$ cat config.mk
export PLATFORM = sky130hd
export DESIGN_NAME = v_instr_encoder
export DESIGN_NICKNAME = d
export VERILOG_FILES = /design/src/rtl/v_pkg.sv /design/src/rtl/v_instr_fifo.sv /design/src/rtl/v_instr_encoder.sv
export SDC_FILE = /design/constraint.sdc
export NUM_CORES = 1
export LEC_CHECK = 0
export ABC_AREA = 1
export CORE_ASPECT_RATIO = 0.6
export CORE_UTILIZATION = 60
export DETAILED_ROUTE_END_ITERATION = 7
export PLACE_DENSITY_LB_ADDON = 0.15
export SLEW_MARGIN = 20
export SYNTH_ARGS = -nofsm -noshare
export SYNTH_HDL_FRONTEND = slang
export SYNTH_SLANG_ARGS = --single-unit
$ cat constraint.sdc
create_clock -name clk -period 6.9 [get_ports clk]
set_input_delay 0.69 -clock clk [delete_from_list [all_inputs] [get_ports clk]]
set_output_delay 0.69 -clock clk [all_outputs]
set_load 0.01 [all_outputs]
$ cat src/rtl/v_pkg.sv
// Shared RVV encoding constants, instruction-class enum and legality/opcode helpers
// used by the vector instruction encoder.
package v_pkg;

   localparam logic [6:0] OPC_LTYPE = 7'h07;
   localparam logic [6:0] OPC_STYPE = 7'h27;
   localparam logic [6:0] OPC_RTYPE = 7'h57;

   localparam logic [2:0] OPI_VV = 3'b000;
   localparam logic [2:0] OPM_VV = 3'b010;
   localparam logic [2:0] OPI_VI = 3'b011;
   localparam logic [2:0] OPI_VX = 3'b100;
   localparam logic [2:0] OPM_VX = 3'b110;

   localparam logic [1:0] MOP_UNIT   = 2'b00;
   localparam logic [1:0] MOP_IDX_U  = 2'b01;
   localparam logic [1:0] MOP_STRIDE = 2'b10;
   localparam logic [1:0] MOP_IDX_O  = 2'b11;

   localparam logic [2:0] VW_8  = 3'b000;
   localparam logic [2:0] VW_16 = 3'b101;
   localparam logic [2:0] VW_32 = 3'b110;
   localparam logic [2:0] VW_64 = 3'b111;

   typedef enum logic [1:0] {
      VC_LOAD  = 2'b00,
      VC_STORE = 2'b01,
      VC_ARITH = 2'b10,
      VC_RSVD  = 2'b11
   } v_class_e;

   // Only operand types / widths the coprocessor decoder implements are accepted.
   function automatic logic is_legal(input v_class_e cls, input logic [2:0] f3);
      logic ok;
      ok = 1'b0;
      case (cls)
         VC_ARITH: ok = (f3 == OPI_VV) || (f3 == OPM_VV) || (f3 == OPI_VI) ||
                        (f3 == OPI_VX) || (f3 == OPM_VX);
         VC_LOAD,
         VC_STORE: ok = (f3 == VW_8) || (f3 == VW_16) || (f3 == VW_32) || (f3 == VW_64);
         default:  ok = 1'b0;
      endcase
      return ok;
   endfunction

   function automatic logic [6:0] class_opcode(input v_class_e cls);
      logic [6:0] opc;
      opc = OPC_RTYPE;
      case (cls)
         VC_LOAD:  opc = OPC_LTYPE;
         VC_STORE: opc = OPC_STYPE;
         VC_ARITH: opc = OPC_RTYPE;
         default:  opc = OPC_RTYPE;
      endcase
      return opc;
   endfunction

endpackage

$ cat src/rtl/v_instr_fifo.sv
// Synchronous circular-buffer FIFO for assembled instruction words. Pointers carry one
// extra MSB so full and empty are distinguishable; storage clears on reset.
module v_instr_fifo #(
   parameter int DEPTH = 4,
   parameter int W     = 32
) (
   input  logic                       clk,
   input  logic                       nrst,
   input  logic                       wr_en,
   input  logic [W-1:0]               wr_data,
   input  logic                       rd_en,
   output logic [W-1:0]               rd_data,
   output logic                       full,
   output logic                       empty,
   output logic [$clog2(DEPTH):0]     level
);

   localparam int AW = $clog2(DEPTH);
   localparam logic [AW:0] PTR_ONE = (AW+1)'(1);

   logic [W-1:0] mem_r [DEPTH];
   logic [AW:0]  wr_ptr_r;
   logic [AW:0]  rd_ptr_r;
   logic         full_s;
   logic         empty_s;
   logic         push_s;
   logic         pop_s;

   assign full_s  = (wr_ptr_r[AW] != rd_ptr_r[AW]) && (wr_ptr_r[AW-1:0] == rd_ptr_r[AW-1:0]);
   assign empty_s = (wr_ptr_r == rd_ptr_r);
   assign push_s  = wr_en && !full_s;
   assign pop_s   = rd_en && !empty_s;

   assign full    = full_s;
   assign empty   = empty_s;
   assign level   = wr_ptr_r - rd_ptr_r;
   assign rd_data = mem_r[rd_ptr_r[AW-1:0]];

   // Pointer registers; modular subtraction of the wide pointers gives occupancy.
   always_ff @(posedge clk or negedge nrst) begin
      if (!nrst) begin
         wr_ptr_r <= '0;
         rd_ptr_r <= '0;
      end else begin
         if (push_s) begin
            wr_ptr_r <= wr_ptr_r + PTR_ONE;
         end
         if (pop_s) begin
            rd_ptr_r <= rd_ptr_r + PTR_ONE;
         end
      end
   end

   // Storage array, cleared so the head reads a known value while empty.
   always_ff @(posedge clk or negedge nrst) begin
      if (!nrst) begin
         for (int i = 0; i < DEPTH; i++) begin
            mem_r[i] <= '0;
         end
      end else if (push_s) begin
         mem_r[wr_ptr_r[AW-1:0]] <= wr_data;
      end
   end

endmodule

$ cat src/rtl/v_instr_encoder.sv
// Vector instruction encoder/issuer: assembles RVV 1.0 words from field bundles and queues
// them for the coprocessor. Optional statistics counters: define V_INSTR_ENCODER_STATS_EN.
module v_instr_encoder
   import v_pkg::*;
#(
   parameter int DEPTH = 4,
   parameter int CNT_W = 16
) (
   input  logic                       clk,
   input  logic                       nrst,
   input  logic                       req_valid,
   output logic                       req_ready,
   input  logic [1:0]                 req_class,
   input  logic [2:0]                 req_f3,
   input  logic [5:0]                 req_op,
   input  logic                       req_vm,
   input  logic [4:0]                 req_vd,
   input  logic [4:0]                 req_src1,
   input  logic [4:0]                 req_src2,
   output logic [31:0]                instr_o,
   output logic                       instr_valid,
   input  logic                       instr_ready,
   output logic                       err_o,
   output logic [$clog2(DEPTH):0]     level_o
`ifdef V_INSTR_ENCODER_STATS_EN
   ,
   output logic [CNT_W-1:0]           cnt_ld_o,
   output logic [CNT_W-1:0]           cnt_st_o,
   output logic [CNT_W-1:0]           cnt_ar_o,
   output logic [CNT_W-1:0]           cnt_err_o
`endif
);

   v_class_e    class_s;
   logic [31:0] enc_word_s;
   logic        legal_s;
   logic        hs_s;
   logic        full_s;
   logic        empty_s;
   logic        err_r;

   assign class_s = v_class_e'(req_class);

   // Field packing and decoder-compatibility check for the presented bundle.
   always_comb begin
      enc_word_s = {req_op, req_vm, req_src2, req_src1, req_f3, req_vd, class_opcode(class_s)};
      legal_s    = is_legal(class_s, req_f3);
   end

   assign hs_s        = req_valid && !full_s;
   assign req_ready   = !full_s;
   assign instr_valid = !empty_s;
   assign err_o       = err_r;

   v_instr_fifo #(
      .DEPTH (DEPTH),
      .W     (32)
   ) u_fifo (
      .clk     (clk),
      .nrst    (nrst),
      .wr_en   (hs_s && legal_s),
      .wr_data (enc_word_s),
      .rd_en   (instr_ready),
      .rd_data (instr_o),
      .full    (full_s),
      .empty   (empty_s),
      .level   (level_o)
   );

   // Rejection flag: high for exactly the cycle after an illegal handshake.
   always_ff @(posedge clk or negedge nrst) begin
      if (!nrst) begin
         err_r <= 1'b0;
      end else begin
         err_r <= hs_s && !legal_s;
      end
   end

`ifdef V_INSTR_ENCODER_STATS_EN
   localparam logic [CNT_W-1:0] CNT_MAX = '1;
   localparam logic [CNT_W-1:0] CNT_ONE = CNT_W'(1);

   logic [CNT_W-1:0] cnt_ld_r;
   logic [CNT_W-1:0] cnt_st_r;
   logic [CNT_W-1:0] cnt_ar_r;
   logic [CNT_W-1:0] cnt_err_r;
   logic             pop_s;

   assign pop_s     = instr_valid && instr_ready;
   assign cnt_ld_o  = cnt_ld_r;
   assign cnt_st_o  = cnt_st_r;
   assign cnt_ar_o  = cnt_ar_r;
   assign cnt_err_o = cnt_err_r;

   // Saturating per-class pop counters, classified by the opcode actually issued.
   always_ff @(posedge clk or negedge nrst) begin
      if (!nrst) begin
         cnt_ld_r <= '0;
         cnt_st_r <= '0;
         cnt_ar_r <= '0;
      end else if (pop_s) begin
         case (instr_o[6:0])
            OPC_LTYPE: if (cnt_ld_r != CNT_MAX) cnt_ld_r <= cnt_ld_r + CNT_ONE;
            OPC_STYPE: if (cnt_st_r != CNT_MAX) cnt_st_r <= cnt_st_r + CNT_ONE;
            OPC_RTYPE: if (cnt_ar_r != CNT_MAX) cnt_ar_r <= cnt_ar_r + CNT_ONE;
            default:   cnt_ar_r <= cnt_ar_r;
         endcase
      end
   end

   // Saturating count of rejection pulses.
   always_ff @(posedge clk or negedge nrst) begin
      if (!nrst) begin
         cnt_err_r <= '0;
      end else if (err_r && (cnt_err_r != CNT_MAX)) begin
         cnt_err_r <= cnt_err_r + CNT_ONE;
      end
   end
`endif

endmodule

==> results.md, run 1 <==
- Status: completed
- Setup repair after global routing missed its margin: no
- CP Launch Type: flip-flop
- Post CTS Setup Buffer Count: 0
- Clk pin slew, worst setup/hold paths: 0.05 ns
- Flop and latch count out of synthesis: approximately 120
- Post-Synthesis Mean Instance Area: a little over 8 um2
- H-tree depth: 4
- Routed len/inst: about 19 um
- Nets: 791
- PwrDens: 532.8 nW/um2
- Via count of the first global-routing pass: 5,322
- Critical path cell sequence: buf_4 > ha_1 > nand2_1 > inv_1 > a21oi_4 > nand3_2 > nand2_1 > nand2_1
- Sequential fraction of design power: 0.312
- CTS sink count: 119
- Ratio of cells with drive above 1 in the final layout: 0.05898
- Relative contribution of combinational cells to total power: 0.466
- Worst reg2reg startpoint: u_fifo.rd_ptr_r[0]$_DFFE_PN0P_
- Std-Cell Core Area: about 9300 um2
- Nature of the critical path endpoint: flip-flop
- Class of the worst hold path: input port to async pin
- Relative slew slack: 0.2818
- ANT cells: 0
- Count of buffers from port buffering: 67
- Sequential cell area in the final layout: 2978 um2
- Area growth from synthesis to layout: 20.19%
- Number of logic stages on the critical path including buffering: 8
- Vertical die dimension: 78.40 um
- Largest net degree at the start of global routing: 80
- Minimum clock period after layout: 3.696 ns
- CTS-repair resized insts: 0
- Max Clk Rate: 0.2706 GHz
- Source of the critical timing path: u_fifo.rd_ptr_r[0]$_DFFE_PN0P_
- Vias per cell: 6.374
- All-layer global routing usage: 0.3610
- Worst path max stage delay: 0.93 ns
- Cell area after technology mapping: 5837 um2
- Routability Congestion: 0.7914
- Row count: 27
- Worst endpoint data arrival time: 3.98 ns
- Count of yosys warnings during synthesis: 0
- Uppermost routed layer: met4
- Critical path required time: 7.18 ns
- Leakage power: about 3.5 nW
- Root buf cell: sky130_fd_sc_hd__clkbuf_16
- Cell total after placement: 863
- Crit-path most repeated cell: sky130_fd_sc_hd__nand2_1
- CTS tree: built
- Share of total power in the clock network: 0.222
- Detail Placement HPWL: around 8800 um
- Top delay family on crit path: simple AND/OR/NAND/NOR gates
- Max-cap viol count: 0
- Count of placed standard cells in the final layout, fillers left out: 893
- Depth of the worst register-to-register path: 8
- Number of vias in the routed layout: between 5,000 and 6,000
- First-pass iteration count of the detailed router: 6
- Number of failing hold endpoints at the final stage: 0
- Share of the yosys chip area belonging to registers: 0.5102
- Distinct cell type count of the synthesized netlist: 21
- Violation count after the first detailed-route iteration: between 900 and 1,000
- Number of buffers added to fix hold violations after cts: 0
- Met2 wire length: 7885 um
- Maximum clock skew at final layout: ~0.0058 ns
- Multi-input combinational cell area: 2496 um2
- Starting density of the core: 0.6283
- Sw frac: 0.4066
- Ports: 69
- Slew at the pin closest to its max-slew limit: ~1.1 ns
- Detail Route Antenna Nets: 0
- CP max FO: 58
- Wire length reported by the detailed router: 16,990 um
- Initial antenna violation count: 0
- Peak supply drop: between 0.3 and 0.4 mV
- Final Slew Violations: 0
- Highest-delay cell along the critical path: sky130_fd_sc_hd__nand3_2
- Count of unresolved DRC violations after routing: 0
- Synthesized instance count: just over 700
- Die X-Extent: ~130 um
- Sum of buffers and inverters on the critical path: 2
- Met1 WL: between 6000 and 7000 um
- Power Internal: 2.218 mW
- Setup violation total in the final timing report: 0
- Wire length on met3: approximately 1800 um
- Total Die Area: 10,140 um2
- Post-Syn Nets: 761
- WS Path Type: flip-flop to flip-flop
- Wire length of the first global-routing pass: 27,870 um
- Setup total negative slack: 0 ns
- Overflow left after global routing: 0
- Filler cell count: 640
- Clock insertion delay at the later pin of the skew report: 0.41 ns
- Net load switching power: ~1.5 mW
- CTS max path bufs: 2
- Number of CTS-inserted buffers: 17
- Final cycle utilization of the critical path: 0.5357
worst paths after layout:
check                                            endpoint  slack (ns)
max                         u_fifo.mem_r[121]$_DFFE_PN0P_        3.20
min                        u_fifo.wr_ptr_r[0]$_DFFE_PN0P_        0.30
max reg2reg                 u_fifo.mem_r[121]$_DFFE_PN0P_        3.20
min reg2reg                  u_fifo.mem_r[66]$_DFFE_PN0P_        0.46
max in group asynchronous    u_fifo.mem_r[10]$_DFFE_PN0P_        5.24
min in group clk             u_fifo.mem_r[66]$_DFFE_PN0P_        0.46
registers in the layout (all words and copies together) (netlist names):
signal,flops
err_o,1
u_fifo.mem_r,112
u_fifo.rd_ptr_r,3
u_fifo.wr_ptr_r,3
power groups by stage:
stage	Sequential (mW)	Combinational, mW	Clock, mW
CTS	1.16	1.72	0.829
global route	1.19	1.89	0.862
finish	1.17	1.74	0.831
global placement	1.15	1.63	0
floorplan	1.12	1.01	0
detailed placement	1.16	1.69	0
worst reg2reg max path, delay by kind of cell (launching register included):
kind | cells | cell delay, ns
compound gates | 1 | 0.84
fa+ha+maj | 1 | 0.38
buf+inv | 2 | 0.61
flops | 1 | 0.32
simple gates | 4 | 1.44
synth_stat cells:
| master | n | area share |
|---|---|---|
| sky130_fd_sc_hd__nand2_2 | 1 | 0.0011 |
| sky130_fd_sc_hd__buf_1 | 1 | 0.00064 |
| sky130_fd_sc_hd__a21oi_1 | 3 | 0.0026 |
| sky130_fd_sc_hd__conb_1 | 1 | 0.00064 |
| sky130_fd_sc_hd__nand3_1 | 6 | 0.0051 |
| sky130_fd_sc_hd__nand2_1 | 240 | 0.15 |
| sky130_fd_sc_hd__o22ai_1 | 27 | 0.029 |
| sky130_fd_sc_hd__dfrtp_1 | 119 | 0.51 |
| sky130_fd_sc_hd__o21bai_1 | 1 | 0.0013 |
| sky130_fd_sc_hd__buf_4 | 5 | 0.0064 |
| sky130_fd_sc_hd__nand4_1 | 109 | 0.12 |
| sky130_fd_sc_hd__fa_1 | 1 | 0.0034 |
| sky130_fd_sc_hd__nor2_1 | 58 | 0.037 |
| sky130_fd_sc_hd__clkbuf_1 | 38 | 0.024 |
| sky130_fd_sc_hd__ha_1 | 7 | 0.015 |
| sky130_fd_sc_hd__xor2_1 | 2 | 0.0030 |
| sky130_fd_sc_hd__a21oi_4 | 1 | 0.0028 |
| sky130_fd_sc_hd__buf_2 | 23 | 0.020 |
| sky130_fd_sc_hd__o21ai_0 | 57 | 0.049 |
| sky130_fd_sc_hd__nand3_2 | 3 | 0.0051 |
| sky130_fd_sc_hd__inv_1 | 19 | 0.012 |
layout make-up:
class / instances / share of cell area
repair buffers: 78 / 0.1070
clock inverters: 2 / 0.001427
flip-flops and latches: 119 / 0.4245
clock buffers: 28 / 0.07794
multi-input cells: 517 / 0.3558
inverters: 19 / 0.01017
well taps: 130 / 0.02319
kinds of logic (layout without fill, tap and decap cells):
group | Yosys count | in the layout | synth area share
xor+xnor | 2 | 2 | 0.003002
buf+inv | 86 | 127 | 0.06345
fa+ha+maj | 8 | 8 | 0.01843
flops | 119 | 119 | 0.5102
compound gates | 89 | 89 | 0.08446
simple gates | 417 | 417 | 0.3198
other cells | 1 | 1 | 0.0006425
metrics by stage:
| step | setup WS [ns] | power, mW | hold slack, ns | utilization | cell area [um2] |
|---|---|---|---|---|---|
| floorplan | 4.648 | 2.134 | 0.3944 | - | 5837 |
| global placement | 3.260 | 2.781 | 0.4311 | 0.6949 | 6456 |
| detailed placement | 3.138 | 2.848 | 0.4485 | 0.6952 | 6459 |
| CTS | 3.296 | 3.709 | 0.3293 | 0.7552 | 7015 |
| global route | 2.998 | 3.947 | 0.3527 | 0.7552 | 7015 |
| finish | 3.204 | 3.738 | 0.3050 | 0.7552 | 7015 |
routing by layer:
metal  up-vias  GRT usage
met5         -          0
met3        37    0.07362
met2       424     0.5495
met4         0     0.1082
met1      2724     0.5232
li1       2507          -
layout by cell type, fill, tap and decap left out, drive strengths merged:
master and instances:
xor2 2, o21bai 1, fa 1, nand2 241
clkbuf 28, conb 1, ha 7, a21oi 4
o21ai 57, clkinv 2, buf 12, nor2 58
o22ai 27, nand3 9, nand4 109, clkdlybuf4s50 66
inv 19, dfrtp 119
No activity file was read; power rests on OpenSTA's default activity.
==> run 2: changes to the inputs <==
CORE_UTILIZATION = 56   (was 60)
clock period = 3.6 ns   (was 6.9 ns; I/O delays follow)
==> run 2 against run 1 <==
First-iteration DRC count decreased by 33%. Non-clock buffer count is 5 higher. Clock skew is 0.0039 ns higher. Setup slack worse by 2.6 ns. Largest power group unchanged. Power grew 97%. Final area grew 1.9%. Hold slack got worse by 0.27 ns. Critical path depth decreased by 1. Core utilization decreased by 3.9 points. Global-route usage fell by 2.4 points. Clock power up 120%.
==> results.md, run 2 (synthesized netlist as in run 1, its figures left out) <==
- Setup violation total in the final timing report: 0 (unchanged)
- Clk pin slew, worst setup/hold paths: 0.05 ns (about the same)
- Initial antenna violation count: 0 (unchanged)
- Reg-to-Reg End: u_fifo.mem_r[95]$_DFFE_PN0P_
- Via count of the first global-routing pass: 5,324 (+0.038%)
- Clock insertion delay at the later pin of the skew report: 0.41 ns (about the same)
- Area growth from synthesis to layout: 22.44%
- Starting density of the core: 0.5846 (-0.04370)
- Routability Congestion: 0.8012 (+1.2%)
- ANT cells: 0 (unchanged)
- Detail Route Antenna Nets: 0 (unchanged)
- Setup total negative slack: 0 ns (unchanged)
- Sw frac: 0.3941 (-0.01258)
- Ports: 69 (unchanged)
- Class of the worst hold path: input port to async pin
- Critical path required time: 3.24 ns (-3.94 ns)
- Nature of the critical path endpoint: primary output
- Ratio of cells with drive above 1 in the final layout: 0.06632 (+0.007342)
- CTS-repair resized insts: 0 (unchanged)
- Worst path max stage delay: 0.58 ns (-0.35 ns)
- CP max FO: 40 (-31%)
- Row count: 28 (+3.7%)
- H-tree depth: 4 (unchanged)
- Most common cell after layout, fill and taps aside: sky130_fd_sc_hd__nand2_1
- Wire length reported by the detailed router: 16,730 um (-1.5%)
- Top delay family on crit path: buffers and inverters
- Max-cap viol count: 0 (unchanged)
- Count of buffers from port buffering: 67 (unchanged)
- Worst endpoint data arrival time: 2.69 ns (-1.29 ns)
- Power Internal: 4.473 mW (+100%)
- Number of failing hold endpoints at the final stage: 0 (unchanged)
- Highest-count cells in the layout ignoring fill and taps: 240 x sky130_fd_sc_hd__nand2_1, 119 x sky130_fd_sc_hd__dfrtp_1, 109 x sky130_fd_sc_hd__nand4_1
- Share of total power in the clock network: 0.243 (+0.021)
- Slew at the pin closest to its max-slew limit: 0.8399 ns (-0.2350 ns)
- Relative slew slack: 0.4394 (+0.1576)
- WS Path Type: flip-flop to primary output
- Vertical die dimension: 81.08 um (+3.4%)
- Final cycle utilization of the critical path: 0.8459
- All-layer global routing usage: 0.3370 (-0.02394)
- Sum of buffers and inverters on the critical path: 4 (+2)
- Critical path cell sequence: buf_4 > inv_1 > buf_4 > o21ai_0 > a21oi_1 > a21oi_1 > clkdlybuf4s50_1
- Detail Placement HPWL: 9104 um (+3.7%)
- Cell total after placement: 873 (+1.2%)
- Max Clk Rate: 0.3284 GHz
- Largest net degree at the start of global routing: 79 (-1.3%)
- Count of unresolved DRC violations after routing: 0 (unchanged)
- Count of placed standard cells in the final layout, fillers left out: 904 (+1.2%)
- Violation count after the first detailed-route iteration: 639 (-33%)
- Number of vias in the routed layout: 5,526 (-2.9%)
- CTS max path bufs: 2 (unchanged)
- Die X-Extent: 133.8 um (+3.5%)
- Post CTS Setup Buffer Count: 0 (unchanged)
- Number of buffers added to fix hold violations after cts: 0 (unchanged)
- CP Launch Type: flip-flop
- Number of flip-flops under the largest register name: 112 (unchanged)
- Root buf cell: sky130_fd_sc_hd__clkbuf_16
- CTS sink count: 119 (unchanged)
- Net load switching power: 2.909 mW (+91%)
- PwrDens: 1033 nW/um2 (+94%)
- Relative contribution of combinational cells to total power: 0.454 (-0.012)
- Maximum clock skew at final layout: 0.009666 ns (+0.003870 ns)
- Setup repair after global routing missed its margin: no
- Worst-case register-to-register setup slack: 0.76 ns (-2.44 ns)
- Wire length of the first global-routing pass: 27,730 um (-0.50%)
- Worst reg2reg startpoint: u_fifo.wr_ptr_r[0]$_DFFE_PN0P_
- Std-Cell Core Area: 9985 um2 (+7.5%)
- Sequential fraction of design power: 0.303 (-0.009)
- Leakage power: 3.523 nW (+1.8%)
- Number of CTS-inserted buffers: 17 (unchanged)
- Depth of the worst register-to-register path: 8 (unchanged)
- Peak supply drop: 0.9356 mV (+180%)
- Largest registers in the final layout: u_fifo.mem_r: 112 flops, u_fifo.rd_ptr_r: 3 flops, u_fifo.wr_ptr_r: 3 flops
- Tightest hold margin: 0.03547 ns (-0.2695 ns)
- Status: completed
- CTS tree: built
- Final Slew Violations: 0 (unchanged)
- Total Die Area: 10,850 um2 (+7.0%)
- Overflow left after global routing: 0 (unchanged)
- Routed len/inst: 18.51 um (-2.7%)
- Nets: 796 (+0.63%)
- First-pass iteration count of the detailed router: 5 (-1)
- Largest reg by FF count: u_fifo.mem_r
- Vias per cell: 6.113 (-4.1%)
- Minimum clock period after layout: 3.045 ns
- Highest-delay cell along the critical path: sky130_fd_sc_hd__clkdlybuf4s50_1
==> run 2: cell types whose count changed in the layout (fill, tap and decap cells not counted), sizes merged <==
cell,before,now
buf,12,17
clkbuf,28,22
clkinvlp,0,1
clkinv,2,4
bufinv,0,4
==> run 2: layout make-up <==
type,count,area [um2]
repair buffers,83,813.3
clock inverters,9,147.6
well taps,135,168.9
flip-flops and latches,119,2978
fillers,750,2838
multi-input cells,517,2494
inverters,19,71.32
clock buffers,22,474.2
==> run 2: worst max-delay path by stage <==
stage | start | to | cells past startpoint
floorplan | u_fifo.rd_ptr_r[1]$_DFFE_PN0P_ | u_fifo.mem_r[22]$_DFFE_PN0P_ | 12
global placement | req_f3[2] | u_fifo.mem_r[53]$_DFFE_PN0P_ | 7
detailed placement | req_f3[1] | u_fifo.mem_r[50]$_DFFE_PN0P_ | 8
CTS | u_fifo.rd_ptr_r[0]$_DFFE_PN0P_ | instr_o[2] | 7
global route | u_fifo.rd_ptr_r[0]$_DFFE_PN0P_ | instr_o[6] | 6
finish | u_fifo.rd_ptr_r[0]$_DFFE_PN0P_ | instr_o[2] | 7
==> run 2: per-stage QoR <==
step                  util  power, mW  worst slack (ns)  area, um2
global placement    0.6535      5.420            0.8483       6525
global route        0.7158      7.846            0.3775       7147
floorplan                -      4.090             1.401       5837
detailed placement  0.6535      5.535            0.7658       6525
finish              0.7158      7.383            0.5549       7147
CTS                 0.7158      7.350            0.5521       7147
==> run 2: power by group through the flow <==
stage | registers [mW] | clock network [mW] | logic, mW
5_1_grt | 2.30 | 1.86 | 3.69
3_3_place_gp | 2.21 | 0 | 3.21
4_1_cts | 2.22 | 1.80 | 3.33
3_5_place_dp | 2.23 | 0 | 3.31
2_1_floorplan | 2.15 | 0 | 1.94
6_report | 2.24 | 1.80 | 3.35
==> run 2: worst register-to-register path: cells and delay by family, from the launching register on <==
kind,cells,cell delay [ns]
buf+inv,2,0.23
simple gates,4,1.25
fa+ha+maj,1,0.27
compound gates,1,0.57
flops,1,0.41
==> run 2: per-layer routing <==
metal  up-vias  part of all wire  routed length, um  global-route usage
met2       283              0.47               7898              0.5269
met4         0            0.0086                144              0.1091
li1       2526                 -                  -                   -
met1      2695              0.43               7224              0.4674
met5         -                 0                  0                   0
met3        22             0.088               1465             0.08052
==> run 3: changes to the inputs <==
CORE_UTILIZATION = 51   (was 56)
clock period = 2.8 ns   (was 3.6 ns; I/O delays follow)
==> run 3 against run 2 <==
Global-route usage down 2.8 points. Power up 29%. Register-to-register slack worse by 0.44 ns. Setup slack worse by 0.45 ns. Core utilization down 4.9 points. Sequential cell count unchanged. Critical path type unchanged. Highest routed layer unchanged.
==> results.md, run 3 (synthesized netlist as in run 1, its figures left out) <==
- Status: completed
- Number of failing hold endpoints at the final stage: 0 (unchanged)
- Root buf cell: sky130_fd_sc_hd__clkbuf_16
- Top delay family on crit path: buffers and inverters
- Wire length of the first global-routing pass: 28,220 um (+1.8%)
- Nets: 809 (+1.6%)
- Setup violation total in the final timing report: 0 (unchanged)
- Vertical die dimension: 84.87 um (+4.7%)
- Wire length reported by the detailed router: 17,110 um (+2.2%)
- Crit-path most repeated cell: sky130_fd_sc_hd__buf_4
- Count of unresolved DRC violations after routing: 0 (unchanged)
- CTS tree: built
- Largest reg by FF count: u_fifo.mem_r
- Number of CTS-inserted buffers: 17 (unchanged)
- Critical path required time: 2.52 ns (-0.72 ns)
- Most common cell after layout, fill and taps aside: sky130_fd_sc_hd__nand2_1
- Class of the worst hold path: input port to async pin
- CP Launch Type: flip-flop
- ANT cells: 0 (unchanged)
- Max-cap viol count: 0 (unchanged)
- Routability Congestion: 0.8231 (+2.7%)
- Max Clk Rate: 0.3712 GHz
- Clk pin slew, worst setup/hold paths: 0.06 ns (about the same)
- Number of buffers added to fix hold violations after cts: 1 (+1)
- Sum of buffers and inverters on the critical path: 4 (unchanged)
- Std-Cell Core Area: 10,850 um2 (+8.7%)
- Ports: 69 (unchanged)
- CP max FO: 18 (-55%)
- Clock insertion delay at the later pin of the skew report: 0.41 ns (about the same)
- WS Path Type: flip-flop to primary output
- Ratio of cells with drive above 1 in the final layout: 0.07928 (+0.01296)
- Starting density of the core: 0.5380 (-0.04659)
- Relative slew slack: 0.5696 (+0.1301)
- Critical path cell sequence: buf_4 > inv_1 > buf_4 > o21ai_0 > o22ai_1 > clkdlybuf4s50_1
- Violation count after the first detailed-route iteration: 581 (-9.1%)
- Via count of the first global-routing pass: 5,377 (+1.0%)
- CTS max path bufs: 2 (unchanged)
- Setup total negative slack: 0 ns (unchanged)
- Count of placed standard cells in the final layout, fillers left out: 921 (+1.9%)
- Maximum clock skew at final layout: 0.009638 ns (-0.00002864 ns)
- Minimum clock period after layout: 2.694 ns
- Nature of the critical path endpoint: primary output
- Cell total after placement: 889 (+1.8%)
- Setup repair after global routing missed its margin: no
- All-layer global routing usage: 0.3094 (-0.02762)
- Detail Placement HPWL: 10,070 um (+11%)
- Vias per cell: 6.107 (about the same)
- Overflow left after global routing: 0 (unchanged)
- Worst endpoint data arrival time: 2.41 ns (-0.28 ns)
- Largest net degree at the start of global routing: 65 (-18%)
- Routed len/inst: 18.57 um (+0.35%)
- Area growth from synthesis to layout: 23.92%
- Largest registers in the final layout: u_fifo.mem_r: 112 flops, u_fifo.rd_ptr_r: 3 flops, u_fifo.wr_ptr_r: 3 flops
- Row count: 29 (+3.6%)
- H-tree depth: 4 (unchanged)
- Number of flip-flops under the largest register name: 112 (unchanged)
- Highest-count cells in the layout ignoring fill and taps: 240 x sky130_fd_sc_hd__nand2_1, 119 x sky130_fd_sc_hd__dfrtp_1, 109 x sky130_fd_sc_hd__nand4_1
- First-pass iteration count of the detailed router: 5 (unchanged)
- PwrDens: 1316 nW/um2 (+27%)
- Post-route worst setup slack: 0.1064 ns (-0.4486 ns)
- Leakage power: 3.572 nW (+1.4%)
- CTS-repair resized insts: 0 (unchanged)
- Highest-delay cell along the critical path: sky130_fd_sc_hd__clkdlybuf4s50_1
- Setup Slack @ Placement: 0.4529 ns (-0.3130 ns)
- Final cycle utilization of the critical path: 0.9620
- Post CTS Setup Buffer Count: 0 (unchanged)
- Initial antenna violation count: 0 (unchanged)
- Count of buffers from port buffering: 67 (unchanged)
- Die X-Extent: 140.1 um (+4.7%)
- Peak supply drop: 0.6078 mV (-35%)
- Total Die Area: 11,890 um2 (+9.6%)
- Final Slew Violations: 0 (unchanged)
- Detail Route Antenna Nets: 0 (unchanged)
- CTS sink count: 119 (unchanged)
- Slew at the pin closest to its max-slew limit: 0.6457 ns (-0.1942 ns)
- Number of vias in the routed layout: 5,625 (+1.8%)
- Worst path max stage delay: 0.60 ns (+0.02 ns)
==> run 3: cell count changes in the layout (fill, tap and decap cells not counted), sizes merged <==
cell	before	now
clkinv	4	5
buf	17	29
dlygate4sd3	0	1
clkbuf	22	21
==> run 3: report_power, final <==
group / internal [mW] / switching [mW] / leakage [nW]
clock: 1.50 / 0.774 / 0.296
sequential: 2.46 / 0.409 / 1.49
combinational: 1.81 / 2.57 / 1.79
total: 5.77 / 3.75 / 3.57
==> run 3: metrics by stage <==
| step | area, um2 | power [mW] | util | hold WS (ns) |
|---|---|---|---|---|
| CTS | 7233 | 9.493 | 0.6667 | 0.2968 |
| finish | 7233 | 9.522 | 0.6667 | 0.2884 |
| global placement | 6620 | 7.049 | 0.6102 | 0.1636 |
| global route | 7233 | 10.12 | 0.6667 | 0.2963 |
| floorplan | 5837 | 5.258 | - | -0.01559 |
| detailed placement | 6620 | 7.172 | 0.6102 | 0.1624 |
==> run 3: path summary, 6_finish.rpt <==
path	from	slack [ns]	depth (start not counted)	end
max reg2reg	u_fifo.rd_ptr_r[1]$_DFFE_PN0P_	0.32	9	u_fifo.mem_r[51]$_DFFE_PN0P_
max	u_fifo.rd_ptr_r[1]$_DFFE_PN0P_	0.11	6	instr_o[4]
min in group clk	u_fifo.mem_r[66]$_DFFE_PN0P_	0.46	2	u_fifo.mem_r[66]$_DFFE_PN0P_
max in group asynchronous	nrst	1.71	3	u_fifo.mem_r[19]$_DFFE_PN0P_
min	nrst	0.29	2	u_fifo.mem_r[31]$_DFFE_PN0P_
min reg2reg	u_fifo.mem_r[66]$_DFFE_PN0P_	0.46	2	u_fifo.mem_r[66]$_DFFE_PN0P_
==> run 3: layout make-up <==
type / count / area, um2
multi-input combinational: 517 / 2494
fill: 803 / 3616
timing repair buffer: 96 / 913.4
sequential: 119 / 2978
clock buffer: 21 / 450.4
inverter: 19 / 71.32
clock inverter: 10 / 152.6
tap: 139 / 173.9
==> run 3: layer usage <==
metal	up-vias	wire [um]	GRT usage
li1	2549	-	-
met5	-	0	0
met2	318	7478	0.4459
met3	16	1655	0.07619
met1	2742	7801	0.4611
met4	0	172	0.09291
